**config.mk**
```make
export PLATFORM = sky130hd
export DESIGN_NAME = pit_engine
export DESIGN_NICKNAME = d
export VERILOG_FILES = /design/src/rtl/pit_engine.sv
export SDC_FILE = /design/constraint.sdc
export NUM_CORES = 1
export LEC_CHECK = 0
export BUFFER_PORTS_ARGS = -buffer_cell sky130_fd_sc_hd__buf_2
export CORE_ASPECT_RATIO = 1.25
export CORE_UTILIZATION = 30
export CTS_CLUSTER_SIZE = 30
export DETAILED_ROUTE_END_ITERATION = 6
export PLACE_DENSITY = 0.49
export REMOVE_ABC_BUFFERS = 1
export SYNTH_ARGS = -nofsm -noshare
export SYNTH_HDL_FRONTEND = slang
export SYNTH_SLANG_ARGS = --single-unit
export TNS_END_PERCENT = 30
```
**constraint.sdc**
```tcl
create_clock -name clk -period 41.3 [get_ports clk]
set_input_delay 10.325 -clock clk [delete_from_list [all_inputs] [get_ports clk]]
set_output_delay 10.325 -clock clk [all_outputs]
set_load 0.005 [all_outputs]
```
**src/rtl/pit_engine.sv**
```systemverilog
// pit_engine: pending interest table with full-depth scan,
// aggregation, data match, FIB forwarding and prescaled aging.
// Ports:
//   clk, reset
//   int_valid/int_ready/int_key/int_face: interest request
//   data_valid/data_ready/data_key: data request
//   fib_out/fib_key, hit/hit_faces, agg, dup, drop, expire: results
//   occupancy: number of valid entries
module pit_engine #(
  parameter int KEY_W    = 12,
  parameter int DEPTH    = 16,
  parameter int FACES    = 4,
  parameter int LIFE_W   = 8,
  parameter int LIFE     = 100,
  parameter int TICK_DIV = 256,
  parameter int FACE_W   = $clog2(FACES),
  parameter int OCC_W    = $clog2(DEPTH + 1)
) (
  input  logic              clk,
  input  logic              reset,
  input  logic              int_valid,
  output logic              int_ready,
  input  logic [KEY_W-1:0]  int_key,
  input  logic [FACE_W-1:0] int_face,
  input  logic              data_valid,
  output logic              data_ready,
  input  logic [KEY_W-1:0]  data_key,
  output logic              fib_out,
  output logic [KEY_W-1:0]  fib_key,
  output logic              hit,
  output logic [FACES-1:0]  hit_faces,
  output logic              agg,
  output logic              dup,
  output logic              drop,
  output logic              expire,
  output logic [OCC_W-1:0]  occupancy
);
  localparam int IDX_W = $clog2(DEPTH);
  localparam int PS_W  = $clog2(TICK_DIV);

  localparam logic [1:0] S_IDLE   = 2'd0;
  localparam logic [1:0] S_SCAN   = 2'd1;
  localparam logic [1:0] S_COMMIT = 2'd2;

  logic [1:0]        state;
  logic [IDX_W-1:0]  idx;
  logic              l_data;
  logic [KEY_W-1:0]  l_key;
  logic [FACE_W-1:0] l_face;
  logic              m_found;
  logic [IDX_W-1:0]  m_idx;
  logic              f_found;
  logic [IDX_W-1:0]  f_idx;
  logic [PS_W-1:0]   presc;
  logic              tick_pending;

  logic              ent_valid [DEPTH];
  logic [KEY_W-1:0]  ent_key   [DEPTH];
  logic [FACES-1:0]  ent_faces [DEPTH];
  logic [LIFE_W-1:0] ent_life  [DEPTH];

  logic              accept_int;
  logic              accept_data;
  logic              aging;
  logic              wrap;
  logic [FACES-1:0]  face_oh;
  logic [OCC_W-1:0]  exp_cnt;

  assign data_ready  = (state == S_IDLE) && !tick_pending && !reset;
  assign int_ready   = data_ready && !data_valid;
  assign accept_data = data_valid && data_ready;
  assign accept_int  = int_valid && int_ready;
  assign aging       = (state == S_IDLE) && tick_pending;
  assign wrap        = (presc == PS_W'(TICK_DIV - 1));
  assign face_oh     = FACES'(1) << l_face;

  // entries that reach zero on the coming aging edge
  always_comb begin
    exp_cnt = '0;
    for (int i = 0; i < DEPTH; i++) begin
      if (ent_valid[i] && ent_life[i] == LIFE_W'(1))
        exp_cnt = exp_cnt + OCC_W'(1);
    end
  end

  always_ff @(posedge clk or posedge reset) begin
    if (reset) begin
      state        <= S_IDLE;
      idx          <= '0;
      l_data       <= 1'b0;
      l_key        <= '0;
      l_face       <= '0;
      m_found      <= 1'b0;
      m_idx        <= '0;
      f_found      <= 1'b0;
      f_idx        <= '0;
      presc        <= '0;
      tick_pending <= 1'b0;
      fib_out      <= 1'b0;
      fib_key      <= '0;
      hit          <= 1'b0;
      hit_faces    <= '0;
      agg          <= 1'b0;
      dup          <= 1'b0;
      drop         <= 1'b0;
      expire       <= 1'b0;
      occupancy    <= '0;
      for (int i = 0; i < DEPTH; i++) begin
        ent_valid[i] <= 1'b0;
        ent_key[i]   <= '0;
        ent_faces[i] <= '0;
        ent_life[i]  <= '0;
      end
    end else begin
      fib_out <= 1'b0;
      hit     <= 1'b0;
      agg     <= 1'b0;
      dup     <= 1'b0;
      drop    <= 1'b0;
      expire  <= 1'b0;
      presc   <= wrap ? '0 : presc + PS_W'(1);
      // a wrap during a pending tick merges into it
      if (wrap)
        tick_pending <= 1'b1;
      else if (aging)
        tick_pending <= 1'b0;

      unique case (state)
        S_IDLE: begin
          if (aging) begin
            for (int i = 0; i < DEPTH; i++) begin
              if (ent_valid[i]) begin
                ent_life[i] <= ent_life[i] - LIFE_W'(1);
                if (ent_life[i] == LIFE_W'(1))
                  ent_valid[i] <= 1'b0;
              end
            end
            expire    <= (exp_cnt != '0);
            occupancy <= occupancy - exp_cnt;
          end else if (accept_data || accept_int) begin
            l_data  <= accept_data;
            l_key   <= accept_data ? data_key : int_key;
            l_face  <= int_face;
            m_found <= 1'b0;
            m_idx   <= '0;
            f_found <= 1'b0;
            f_idx   <= '0;
            idx     <= '0;
            state   <= S_SCAN;
          end
        end
        S_SCAN: begin
          if (!m_found && ent_valid[idx] && ent_key[idx] == l_key) begin
            m_found <= 1'b1;
            m_idx   <= idx;
          end
          if (!f_found && !ent_valid[idx]) begin
            f_found <= 1'b1;
            f_idx   <= idx;
          end
          if (idx == IDX_W'(DEPTH - 1))
            state <= S_COMMIT;
          else
            idx <= idx + IDX_W'(1);
        end
        S_COMMIT: begin
          state <= S_IDLE;
          unique case (1'b1)
            l_data && m_found: begin
              hit              <= 1'b1;
              hit_faces        <= ent_faces[m_idx];
              ent_valid[m_idx] <= 1'b0;
              occupancy        <= occupancy - OCC_W'(1);
            end
            !l_data && m_found: begin
              agg              <= 1'b1;
              dup              <= |(ent_faces[m_idx] & face_oh);
              ent_faces[m_idx] <= ent_faces[m_idx] | face_oh;
              ent_life[m_idx]  <= LIFE_W'(LIFE);
            end
            !l_data && !m_found && f_found: begin
              ent_valid[f_idx] <= 1'b1;
              ent_key[f_idx]   <= l_key;
              ent_faces[f_idx] <= face_oh;
              ent_life[f_idx]  <= LIFE_W'(LIFE);
              fib_out          <= 1'b1;
              fib_key          <= l_key;
              occupancy        <= occupancy + OCC_W'(1);
            end
            default: drop <= 1'b1;
          endcase
        end
        default: state <= S_IDLE;
      endcase
    end
  end
endmodule

```
==> metrics.yaml <==
wl_per_cell_microns: 19.7
layout.cells.non_filler: 3523
start_kind: "input pin"
cts_root_buf: "clkbuf_16"
rsz0062_at_grt: "no"
gp_congestion: 0.864
vias: 18700
dpl.cell_count: 3434
async_flop_share_pct: 100
row_count: 118
grt_pass1_vias: 19400
first_iter_violations: 1220
grt_usage_pct: 16.6
clk_latency_ns: 0.61
grt_pass1_wl_microns: 112000
postCtsSetupBuffers: 0
final_area_sq_um: 28300
hp-class: "flip-flop to flip-flop"
final.setup_skew_ns: 0.0181
synth_edf_count: 0
period_share_pct: 52.1
route.detailed.drc: 0
core_area_sq_um: 83000
crit_required_ns: 30.98
ios: 59
power.switching_uw: 379
drv_slew: 0
r2r_cells: 46
fin_crit_ns: 21.53
critPathArrivalTime_ns: 11.21
grt-ovfl-total: 0
cts.path.max_buffers: 3
yosysWarnings: 0
cts_tree: "yes"
fp.dieW_microns: 261
cp-end-kind: "output port"
synth-main-ff-cell: "dfrtp_1"
synth_top_area_share_pct: 46.4
endpoint: "int_ready"
seqPwrFrac_pct: 43.6
dpl_cell_area_sq_um: 26600
ctsHoldBuffers: 0
swShare_pct: 31.0
die_h_microns: 326
synth_area_sq_um: 25200
timing.rr.start: "ent_life[123]"
cap_violations: 0
finalHoldViolations: 0
portBuffers: 58
p_clk_share_pct: 39.1
nNetsFinal: 2492
htree_levels: 2
synth.yosys.seq_area_share_pct: 46.4
worstMarginPinSlew_ns: 1.20
n_antenna_cell: 0
internal_power_uw: 843
syn_inst: 2410
syn_area_per_cell_sq_um: 10.5
crit_path_start: "reset"
status: "complete, no violations"
ys_types: 86
dp_hpwl_microns: 47200
postRouteWirelength_microns: 69500
clk_pin_slew_ns: 0.06
synth_area_leader_cell: "dfrtp_1"
drive_gt1_share_pct: 20.5
viasPerCell: 5.31
maxSlewHeadroom_pct: 19.9
dr.pass1.iters: 7
die_area_sq_um: 85200
irDropWorstVdd_mv: 0.0300
finalSetupViolCount: 0
synthTopCellsByArea: "dfrtp_1 (46%), mux2_2 (9.3%), mux4_2 (7.7%)"
syn_to_final_growth_pct: 12.4
cts_sinks: 467
antenna_found_initial: 1
r2r_end: "occupancy[4]"
p_comb_share_pct: 17.3
crit_type: "input pin to output port"
numCtsBuffers: 49
final.setup.tns_ns: 0
max_freq_mhz: 46.4
worstPathMaxFanout: 6
power_leakage_uw: 0.0128
power_density_nw_per_um2: 43.2
cts_resized: 0
r2r_slack_ns: 29.95
grt_max_degree: 172
initial_utilization_pct: 30.4
ys_ff_latch: 467
ant_nets: 0
worst max-delay path, stage by stage:
cell	delay, ns
buf_2	0.16
nor4_1	0.22
buf_4	0.22
nor2b_1	0.15
buf_2	0.12
cells in the final DEF, fill, tap and decap left out, types with 10 or more instances in the layout:
master / synthesis / final
o2bb2ai_1: 14 / 14
mux4_2: 86 / 86
inv_1: 60 / 59
nor2_1: 187 / 184
dfrtp_1: 467 / 465
nor4_1: 29 / 29
nor3_1: 73 / 71
mux2i_1: 13 / 13
nor2b_1: 15 / 14
a21o_1: 17 / 17
o31ai_1: 21 / 21
buf_4: 0 / 29
nand3_1: 69 / 69
clkbuf_16: 0 / 50
o22a_1: 36 / 36
xnor2_1: 55 / 55
and2_1: 13 / 12
o21ai_0: 116 / 115
clkbuf_8: 0 / 10
nand2b_1: 25 / 24
buf_2: 1 / 58
a31oi_1: 23 / 23
and3_1: 30 / 30
nand2_1: 281 / 281
clkbuf_1: 106 / 11
mux2_2: 209 / 209
a21oi_1: 222 / 222
ha_1: 56 / 56
synthesized netlist by cell type (17+ instances only):
library cell / count
dfrtp_1: 467
nand2_1: 281
a21oi_1: 222
mux2_2: 209
nor2_1: 187
o21ai_0: 116
clkbuf_1: 106
mux4_2: 86
nor3_1: 73
nand3_1: 69
inv_1: 60
ha_1: 56
xnor2_1: 55
buf_1: 36
o22a_1: 36
and3_1: 30
nor4_1: 29
nand2b_1: 25
a31oi_1: 23
o31ai_1: 21
a21o_1: 17
flip-flops by register name, summed over array words and instances, names as in the netlist, 2 cells and up:
name / cells
hit_faces: 4
occupancy: 5
idx: 4
ent_key: 192
l_key: 12
ent_valid: 16
presc: 8
ent_faces: 64
m_idx: 4
l_face: 2
ent_life: 128
f_idx: 4
state: 2
fib_key: 12
logic make-up (layout without fill, tap and decap cells):
group,after synthesis,in the layout,synth area share [%]
AND/OR/NAND/NOR,779,779,14.4
multiplexers,308,308,17.5
XOR/XNOR,77,77,3.40
AO/OA/AOI/OAI,515,515,12.3
buffers and inverters,206,239,3.10
adder cells (fa/ha/maj),58,58,2.90
flip-flops,467,467,46.4
power by group through the flow:
stage | clock network, uW | registers, uW | logic (uW)
floorplan | 0 | 543 | 119
global placement | 0 | 540 | 212
detailed placement | 0 | 542 | 214
CTS | 490 | 533 | 215
global route | 507 | 540 | 231
finish | 478 | 533 | 211
final cells by class:
type | instances | area [sq um]
clock buffer | 71 | 1430
fill | 8374 | 54600
timing repair buffer | 88 | 528
tap | 1080 | 1350
sequential | 467 | 11700
inverter | 62 | 240
clock inverter | 18 | 299
multi-input combinational | 1737 | 12800
worst min path at each step:
stage | startpoint | endpoint | cells past startpoint | slack (ns)
3_3_place_gp | ent_life[38] | ent_life[38] | 1 | 0.45
5_1_grt | ent_life[38] | ent_life[38] | 1 | 0.48
4_1_cts | occupancy[4] | occupancy[4] | 1 | 0.47
2_1_floorplan | ent_life[38] | ent_life[38] | 1 | 0.43
6_report | occupancy[4] | occupancy[4] | 1 | 0.46
3_5_place_dp | fib_key[3] | fib_key[3] | 2 | 0.46
layer usage:
| layer | vias up | share of wire (%) | global-route usage (%) |
|---|---|---|---|
| met3 | 113 | 3.1 | 1.91 |
| met5 | - | 0 | 0 |
| met2 | 392 | 52 | 29.8 |
| met1 | 9534 | 42 | 20.7 |
| met4 | 0 | 2.5 | 4.88 |
| li1 | 8679 | - | - |
per-stage QoR:
step	setup slack [ns]	hold WS (ns)	power [uW]	util [%]
2_1_floorplan	17.95	0.431	662	-
3_3_place_gp	19.71	0.448	752	32.1
3_5_place_dp	19.78	0.460	756	32.1
4_1_cts	19.77	0.471	1240	34.1
5_1_grt	19.70	0.478	1280	34.1
6_report	19.77	0.465	1220	34.1
No activity file was read; power rests on OpenSTA's default activity.
